--- src/rtl/clock_route_path_sel_ctrl_if.sv ---
// Request and status bundle between the power/software controller and the
// clock route path selector sequencer.
interface clock_route_path_sel_ctrl_if;
   logic path_en;
   logic path_sel;
   logic control_path_enable0;
   logic control_path_enable1;
   logic active_path;
   logic switch_busy;
   logic switch_done;

   modport master (
      output path_en,
      output path_sel,
      input  control_path_enable0,
      input  control_path_enable1,
      input  active_path,
      input  switch_busy,
      input  switch_done
   );

   modport slave (
      input  path_en,
      input  path_sel,
      output control_path_enable0,
      output control_path_enable1,
      output active_path,
      output switch_busy,
      output switch_done
   );
endinterface

--- src/rtl/clock_route_path_sel_ctrl.sv ---
// Break-before-make sequencer for a two-input clock mux: both gate enables are
// held low for OFF_CYCLES before either rises, and they are never high together.
module clock_route_path_sel_ctrl #(
   parameter int SYNC_STAGES = 2,
   parameter int OFF_CYCLES  = 4,
   parameter int ON_CYCLES   = 2
) (
   input logic                        clk,
   input logic                        rst,
   clock_route_path_sel_ctrl_if.slave bus
);

   localparam int MAX_CYCLES = (OFF_CYCLES > ON_CYCLES) ? OFF_CYCLES : ON_CYCLES;
   localparam int CNT_W      = $clog2(MAX_CYCLES + 1);
   localparam logic [CNT_W-1:0] OFF_LOAD = CNT_W'(OFF_CYCLES - 1);
   localparam logic [CNT_W-1:0] ON_LOAD  = CNT_W'(ON_CYCLES - 1);

   typedef enum logic [1:0] {
      ST_OFF,
      ST_DRAIN,
      ST_SETTLE,
      ST_ON
   } state_t;

   logic [SYNC_STAGES-1:0] en_sync;
   logic [SYNC_STAGES-1:0] sel_sync;
   logic                   path_en_s;
   logic                   path_sel_s;

   state_t           state;
   logic [CNT_W-1:0] cnt;
   logic             tgt;
   logic             enable0;
   logic             enable1;
   logic             active;
   logic             busy;
   logic             done;

   // Requests are asynchronous levels; only the last stage is ever used.
   always_ff @(posedge clk) begin
      if (rst) begin
         en_sync  <= '0;
         sel_sync <= '0;
      end else begin
         // NOTE: non-blocking assignments make each stage take the previous
         // stage's old value, which is what turns this into a shift chain.
         en_sync  <= {en_sync[SYNC_STAGES-2:0], bus.path_en};
         sel_sync <= {sel_sync[SYNC_STAGES-2:0], bus.path_sel};
      end
   end

   assign path_en_s  = en_sync[SYNC_STAGES-1];
   assign path_sel_s = sel_sync[SYNC_STAGES-1];

   always_ff @(posedge clk) begin
      if (rst) begin
         state   <= ST_OFF;
         cnt     <= '0;
         tgt     <= 1'b0;
         enable0 <= 1'b0;
         enable1 <= 1'b0;
         active  <= 1'b0;
         busy    <= 1'b0;
         done    <= 1'b0;
      end else begin
         done <= 1'b0;
         // Losing the request overrides any sequence in flight, without a done pulse.
         if (!path_en_s) begin
            state   <= ST_OFF;
            cnt     <= '0;
            enable0 <= 1'b0;
            enable1 <= 1'b0;
            busy    <= 1'b0;
         end else begin
            case (state)
               ST_OFF: begin
                  tgt   <= path_sel_s;
                  cnt   <= OFF_LOAD;
                  busy  <= 1'b1;
                  state <= ST_DRAIN;
               end
               ST_DRAIN: begin
                  if (cnt == '0) begin
                     enable0 <= ~tgt;
                     enable1 <= tgt;
                     active  <= tgt;
                     cnt     <= ON_LOAD;
                     state   <= ST_SETTLE;
                  end else begin
                     cnt <= cnt - 1'b1;
                  end
               end
               ST_SETTLE: begin
                  if (cnt == '0) begin
                     done  <= 1'b1;
                     busy  <= 1'b0;
                     state <= ST_ON;
                  end else begin
                     cnt <= cnt - 1'b1;
                  end
               end
               ST_ON: begin
                  // Select is only looked at here, so the latest value always wins.
                  if (path_sel_s != active) begin
                     enable0 <= 1'b0;
                     enable1 <= 1'b0;
                     tgt     <= path_sel_s;
                     cnt     <= OFF_LOAD;
                     busy    <= 1'b1;
                     state   <= ST_DRAIN;
                  end
               end
               default: state <= ST_OFF;
            endcase
         end
      end
   end

   assign bus.control_path_enable0 = enable0;
   assign bus.control_path_enable1 = enable1;
   assign bus.active_path          = active;
   assign bus.switch_busy          = busy;
   assign bus.switch_done          = done;

endmodule

--- src/flat_wrapper.sv ---
// flat-port wrapper written by rule: the top's interface ports become plain ports
module clock_route_path_sel_ctrl_flat 
#(
   parameter int SYNC_STAGES = 2,
   parameter int OFF_CYCLES  = 4,
   parameter int ON_CYCLES   = 2
)
  (clk, rst, bus_path_en, bus_path_sel, bus_control_path_enable0, bus_control_path_enable1, bus_active_path, bus_switch_busy, bus_switch_done);
  clock_route_path_sel_ctrl_if bus_i ();
  input logic clk;
  input logic rst;
  input wire logic [$bits(bus_i.path_en)-1:0] bus_path_en;
  input wire logic [$bits(bus_i.path_sel)-1:0] bus_path_sel;
  output wire logic [$bits(bus_i.control_path_enable0)-1:0] bus_control_path_enable0;
  output wire logic [$bits(bus_i.control_path_enable1)-1:0] bus_control_path_enable1;
  output wire logic [$bits(bus_i.active_path)-1:0] bus_active_path;
  output wire logic [$bits(bus_i.switch_busy)-1:0] bus_switch_busy;
  output wire logic [$bits(bus_i.switch_done)-1:0] bus_switch_done;
  assign bus_i.path_en = bus_path_en;
  assign bus_i.path_sel = bus_path_sel;
  assign bus_control_path_enable0 = bus_i.control_path_enable0;
  assign bus_control_path_enable1 = bus_i.control_path_enable1;
  assign bus_active_path = bus_i.active_path;
  assign bus_switch_busy = bus_i.switch_busy;
  assign bus_switch_done = bus_i.switch_done;
  clock_route_path_sel_ctrl #(.SYNC_STAGES(SYNC_STAGES), .OFF_CYCLES(OFF_CYCLES), .ON_CYCLES(ON_CYCLES)) u_core (.clk(clk), .rst(rst), .bus(bus_i));
endmodule
--- config.mk ---
export PLATFORM = sky130hd
export DESIGN_NAME = clock_route_path_sel_ctrl_flat
export DESIGN_NICKNAME = d
export VERILOG_FILES = /design/src/rtl/clock_route_path_sel_ctrl_if.sv /design/src/rtl/clock_route_path_sel_ctrl.sv /design/src/flat_wrapper.sv
export SDC_FILE = /design/constraint.sdc
export NUM_CORES = 1
export LEC_CHECK = 0
export CELL_PAD_IN_SITES_DETAIL_PLACEMENT = 1
export CELL_PAD_IN_SITES_GLOBAL_PLACEMENT = 1
export CORE_MARGIN = 2
export CORE_UTILIZATION = 36
export DETAILED_ROUTE_END_ITERATION = 7
export PLACE_DENSITY_LB_ADDON = 0.1
export SETUP_SLACK_MARGIN = 0.02
export SLEW_MARGIN = 0
export SYNTH_ARGS = -nofsm -noshare
export SYNTH_HDL_FRONTEND = slang
export SYNTH_SLANG_ARGS = --single-unit
--- constraint.sdc ---
create_clock -name clk -period 1.3 [get_ports clk]
set_input_delay 0.26 -clock clk [delete_from_list [all_inputs] [get_ports clk]]
set_output_delay 0.26 -clock clk [all_outputs]
set_load 0.05 [all_outputs]
Word-level counts from Yosys, hierarchy flattened
Index checks and enable logic that the tools add are counted.
- equal/unequal tests: 8
- $mul: 0
- shift operators: 0
- divide/modulo/power cells: 0
- order comparisons: 0
- mux-type cells: 19
- $add $sub $neg: 1
- reduce and logical (&&, ||, !) cells: 13
- bitwise operators: 3
- operators with widths (kind ; count):
    AND reduction 3 bit ; 5
    one-hot mux 3 bit (4 select lines) ; 1
    2-to-1 mux 3 bit ; 3
    one-hot mux 2 bit (4 select lines) ; 1
    2-to-1 mux 1 bit ; 7
    2-to-1 mux 2 bit ; 3
    inequality test 2 x 1 -> 1 bit (second input constant) ; 3
    one-hot mux 1 bit (2 select lines) ; 3
    == test 2 bit (second input constant) ; 2
    nonzero test 2 bit ; 2
    logical NOT 3 bit ; 1
    inverter 1 bit ; 3
    one-hot mux 1 bit (3 select lines) ; 1
    nonzero test 3 bit ; 1
    OR reduction 3 bit ; 1
    subtractor 3 x 1 -> 3 bit (second input constant) ; 1
    == test 2 x 1 -> 1 bit (second input constant) ; 1
    logical NOT 2 bit ; 1
    inequality test 2 bit (second input constant) ; 1
    AND reduction 2 bit ; 1
    OR reduction 2 bit ; 1
    inequality test 1 bit ; 1
- memories: 0
- latch bits: 0
- input bits: 4
- ROM bits: 0
- memory bits (writable): 0
- register bits after elaboration: 15

Logic depth before layout (Yosys ltp)
- depth in word-level cells: 3
- mapped depth: 7

Worst setup path before layout
No wires, ideal clock.
- kind: register -> register
- start point: reg u_core.active (netlist: u_core.bus.active_path)
- end point: reg u_core.cnt[1]
- period minus slack after synthesis: 1.431 ns
- library setup time: 0.129 ns
- stages on the path, launching flop included: 5
- arrival: 1.302 ns
- path slack: -0.131 ns
- data required time: 1.171 ns
- path buffers: 0
- cell sequence: dfxtp_1 xnor2_2 a22oi_1 o211a_1 nor3_2
- longest elaborated chain between the ends: 3
- RTL lines (what ; RTL line ; source):
    start: declaration ; clock_route_path_sel_ctrl.sv:35 ; logic active;
    start signal: assignment ; clock_route_path_sel_ctrl.sv:86 ; active <= tgt;
    inequality test 1 bit ; clock_route_path_sel_ctrl.sv:104 ; if (path_sel_s != active) begin
    inequality test 2 x 1 -> 1 bit (no source line) ; - ;
    AND reduction 2 bit (no source line) ; - ;
    end signal: assignment ; clock_route_path_sel_ctrl.sv:90 ; cnt <= cnt - 1'b1;
    end signal: assignment ; clock_route_path_sel_ctrl.sv:99 ; cnt <= cnt - 1'b1;
    end: declaration ; clock_route_path_sel_ctrl.sv:31 ; logic [CNT_W-1:0] cnt;
No other way between the ends.
A chain may end at the register's enable or synchronous reset.

Worst setup path in the final report
- start point: reg u_core.cnt[0]
- end point: reg u_core.state[0]
- longest elaborated chain between the ends: 3
- RTL lines (what ; RTL line ; source):
    logical NOT 3 bit * ; clock_route_path_sel_ctrl.sv:83, clock_route_path_sel_ctrl.sv:94 ;
    inequality test 2 x 1 -> 1 bit (no source line) ; - ;
    AND reduction 3 bit (no source line) * ; - ;
    end signal: assignment ; clock_route_path_sel_ctrl.sv:80 ; state <= ST_DRAIN;
    end signal: assignment ; clock_route_path_sel_ctrl.sv:88 ; state <= ST_SETTLE;
    end signal: assignment ; clock_route_path_sel_ctrl.sv:97 ; state <= ST_ON;
    end: declaration ; clock_route_path_sel_ctrl.sv:30 ; state_t state;
Every way passes the cells marked *; elsewhere a longest branch is shown, timed or not.

==> results.py <==
metrics = {
    "timing": {
        "rsz0062_at_grt": "true",
        "min_period_over_period": 1.02,
        "relSlewSlack": 0.683,
        "setup_ws_ns": -0.0301,
        "clock_skew_ns": 0.00159,
        "period_minus_slack_ns": 1.33,
        "hold_violations": 0,
        "max_freq_mhz": 752,
        "setup_viol": 3,
        "fin_setup_tns_ns": -0.0347,
        "final_max_slew_viol_count": 0,
        "worst_pin_slew_ns": 0.475,
        "hold_slack_ns": 0.447,
    },
    "worst_hold_path": {
        "min_to": "u_core.sel_sync[1]",
        "hold_start": "u_core.sel_sync[0]",
        "hp-class": "register to register",
        "whs_path_depth": 1,
    },
    "status": {
        "status": "finished, violations left",
        "violations": "negative setup slack",
    },
    "logic_synthesis": {
        "yosysUniqueCellTypes": 29,
        "synth_nets": 87,
        "synth_top_area_frac": 0.405,
        "ys_seq_area_frac": 0.405,
        "syn_avg_cell_area_um2": 9.64,
        "synth.area.top_cells": "dfxtp_1 (40%), ha_1 (10%), a21oi_1 (4.7%), a2bb2oi_4 (3.5%), nor2b_1 (3.4%)",
        "yosysMostFrequentCell": "dfxtp_1",
        "ys_seq_elements": 15,
        "synth_area_leader_cell": "dfxtp_1",
        "synth_common_cells": "dfxtp_1 (15), a21oi_1 (7), ha_1 (6), nor2_1 (6), inv_1 (5)",
        "synth_edf_count": 0,
        "synth-main-ff-cell": "dfxtp_1",
        "ys_warn_count": 0,
        "postSynthCellCount": 77,
        "synthesis.area_um2": 742,
        "async_flop_share": 0,
    },
    "finish": {
        "nets": 116,
        "final_util": 0.585,
        "stdcell_count": 132,
        "fin_area_mm2": 0.00115,
        "area_delta_synth_final_pct": 54.6,
        "insertedDiodeCount": 0,
        "drive_gt1_frac": 0.514,
        "nFillCells": 239,
    },
    "detailed_routing": {
        "vias": 653,
        "drt-pass1-iter-count": 1,
        "initialDrtViolationCount": 0,
        "drt-vias-per-instance": 4.95,
        "wl_per_cell_um": 14.3,
        "wl_um": 1880,
        "ant_nets": 0,
        "drc": 0,
    },
    "grt": {
        "antenna_found_initial": 0,
        "grt_pass1_vias": 703,
        "grt.total_usage": 0.185,
        "grt_overflow": 0,
        "grt_max_degree": 10,
        "grt_pass1_wl_um": 3290,
    },
    "critical_path": {
        "path_buf_inv": 2,
        "crit_chain": "inv_2 -> ha_4 -> and2b_4 -> a2bb2oi_4 -> buf_4 -> a211oi_2",
        "critPathArrivalTime_ns": 1.54,
        "r2r-start": "u_core.cnt[0]",
        "crit_fanout": 6,
        "critPathKind": "register to register",
        "crit_slowest_cell": "dfxtp_2",
        "critPathTopFamily": "flip-flops",
        "rr_endpoint": "u_core.state[0]",
        "endpoint_kind": "register",
        "max_stage_delay_ns": 0.35,
        "reg2reg_depth": 6,
        "worstSetupStartpointType": "register",
        "ff2ff_setup_slack_ns": -0.03,
        "timing.critical_path.required_ns": 1.51,
    },
    "pwr": {
        "power_leakage_nw": 0.462,
        "power.density_mw_per_mm2": 741,
        "comb_power_share": 0.114,
        "internal-power_mw": 0.636,
        "net-switching-power_mw": 0.214,
        "ir_drop_uv": 568,
        "clkPwrFrac": 0.329,
        "swShare": 0.252,
        "p_seq_frac": 0.557,
    },
    "clock_tree": {
        "clkTransAtPathRegs_ns": 0.09,
        "clock_latency_ns": 0.29,
        "cts_root_buf": "clkbuf_4",
        "cts.sinks": 15,
        "clockBufferDepth": 2,
        "cts_buffers": 3,
        "htreeDepth": 1,
        "cts_tree": "built",
    },
    "place": {
        "routabilityCongestion": 0.811,
        "dp_cells": 123,
        "port_buffers": 8,
        "dpl.hpwl_um": 1350,
        "placed_cell_area_mm2": 0.00101,
    },
    "floorplanning": {
        "die_width_um": 49.4,
        "coreArea_mm2": 0.00196,
        "initial_utilization": 0.378,
        "ioPinCount": 9,
        "dieArea_mm2": 0.00244,
        "placementRows": 16,
        "die-height_um": 49.4,
    },
    "run": {
        "drv_cap": 0,
    },
}
==> registers in the layout, indices dropped and copies added (netlist names), 2 cells and up <==
name,cells
u_core.sel_sync,2
u_core.state,2
u_core.cnt,3
u_core.en_sync,2
==> cell families after synthesis <==
family	count (synthesis)	synth area share
xor+xnor	1	0.0219
flops	15	0.405
buf+inv	7	0.0371
fa+ha+maj	6	0.101
compound gates	17	0.164
simple gates	29	0.245
mux	2	0.0270
==> area by class of cell <==
cell class / count / area (µm²) / share of cell area
tap: 27 / 33.8 / 0.0294
sequential: 15 / 312 / 0.272
multi-input combinational: 55 / 484 / 0.422
inverter: 5 / 21.3 / 0.0185
timing repair buffer: 26 / 269 / 0.234
clock buffer: 3 / 22.5 / 0.0196
clock inverter: 1 / 5.00 / 0.00436
==> per-layer routing <==
metal | part of all wire | track usage | up-vias
met5 | 0 | 0 | -
met4 | 0.026 | 0.0972 | 0
met3 | 0.021 | 0.0368 | 5
met2 | 0.56 | 0.340 | 8
met1 | 0.40 | 0.195 | 312
li1 | - | - | 328
==> worst reg2reg max path: stages, from the launching register on <==
cell	delay [ns]
dfxtp_2	0.35
inv_2	0.05
ha_4	0.17
and2b_4	0.20
a2bb2oi_4	0.16
buf_4	0.13
a211oi_2	0.19
==> how the worst max path moves through the flow <==
stage	slack [ns]	cells past startpoint	endpoint	start
global route	-0.11	6	u_core.state[0]	u_core.state[1]
finish	-0.03	6	u_core.state[0]	u_core.cnt[0]
global placement	-0.09	3	u_core.state[1]	rst
floorplan	-0.003	3	u_core.bus.control_path_enable0	u_core.state[0]
CTS	-0.02	6	u_core.cnt[1]	u_core.cnt[1]
detailed placement	-0.12	3	u_core.state[1]	rst
==> power by group through the flow <==
| stage | combinational, mW | clock (mW) | sequential, mW |
|---|---|---|---|
| floorplan | 0.0440 | 0 | 0.488 |
| global placement | 0.0813 | 0 | 0.486 |
| detailed placement | 0.0834 | 0 | 0.487 |
| CTS | 0.0936 | 0.285 | 0.474 |
| global route | 0.106 | 0.324 | 0.475 |
| finish | 0.0969 | 0.279 | 0.474 |
==> per-stage QoR <==
| stage | setup slack [ns] | total power, mW |
|---|---|---|
| after CTS | -0.0203 | 0.853 |
| after global placement | -0.0928 | 0.567 |
| after detailed placement | -0.116 | 0.570 |
| after floorplan | -0.00276 | 0.532 |
| after global routing | -0.107 | 0.905 |
| final | -0.0301 | 0.850 |
==> timing repair <==
item | 4_1_cts | 5_1_grt
hold buffers | 0 | 0
gates resized for setup | 17 | 6
pin swaps | 11 | 10
buffers inserted | 3 | 2
setup endpoints to repair | 7 | 7
gates cloned | 0 | 0
==> cell usage in the layout (no fill, tap or decap), types with 3 or more instances in the layout <==
cell             Yosys  layout
buf_12               0       5
buf_4                0      17
ha_4                 0       3
a21oi_1              7       6
nor2b_1              4       4
dfxtp_2              0       3
nand2_1              4       4
inv_2                0       3
clkdlybuf4s50_1      0       3
nor2_1               6       5
clkbuf_4             0       3
dfxtp_1             15      10
Power figures use the tool's default switching activity.
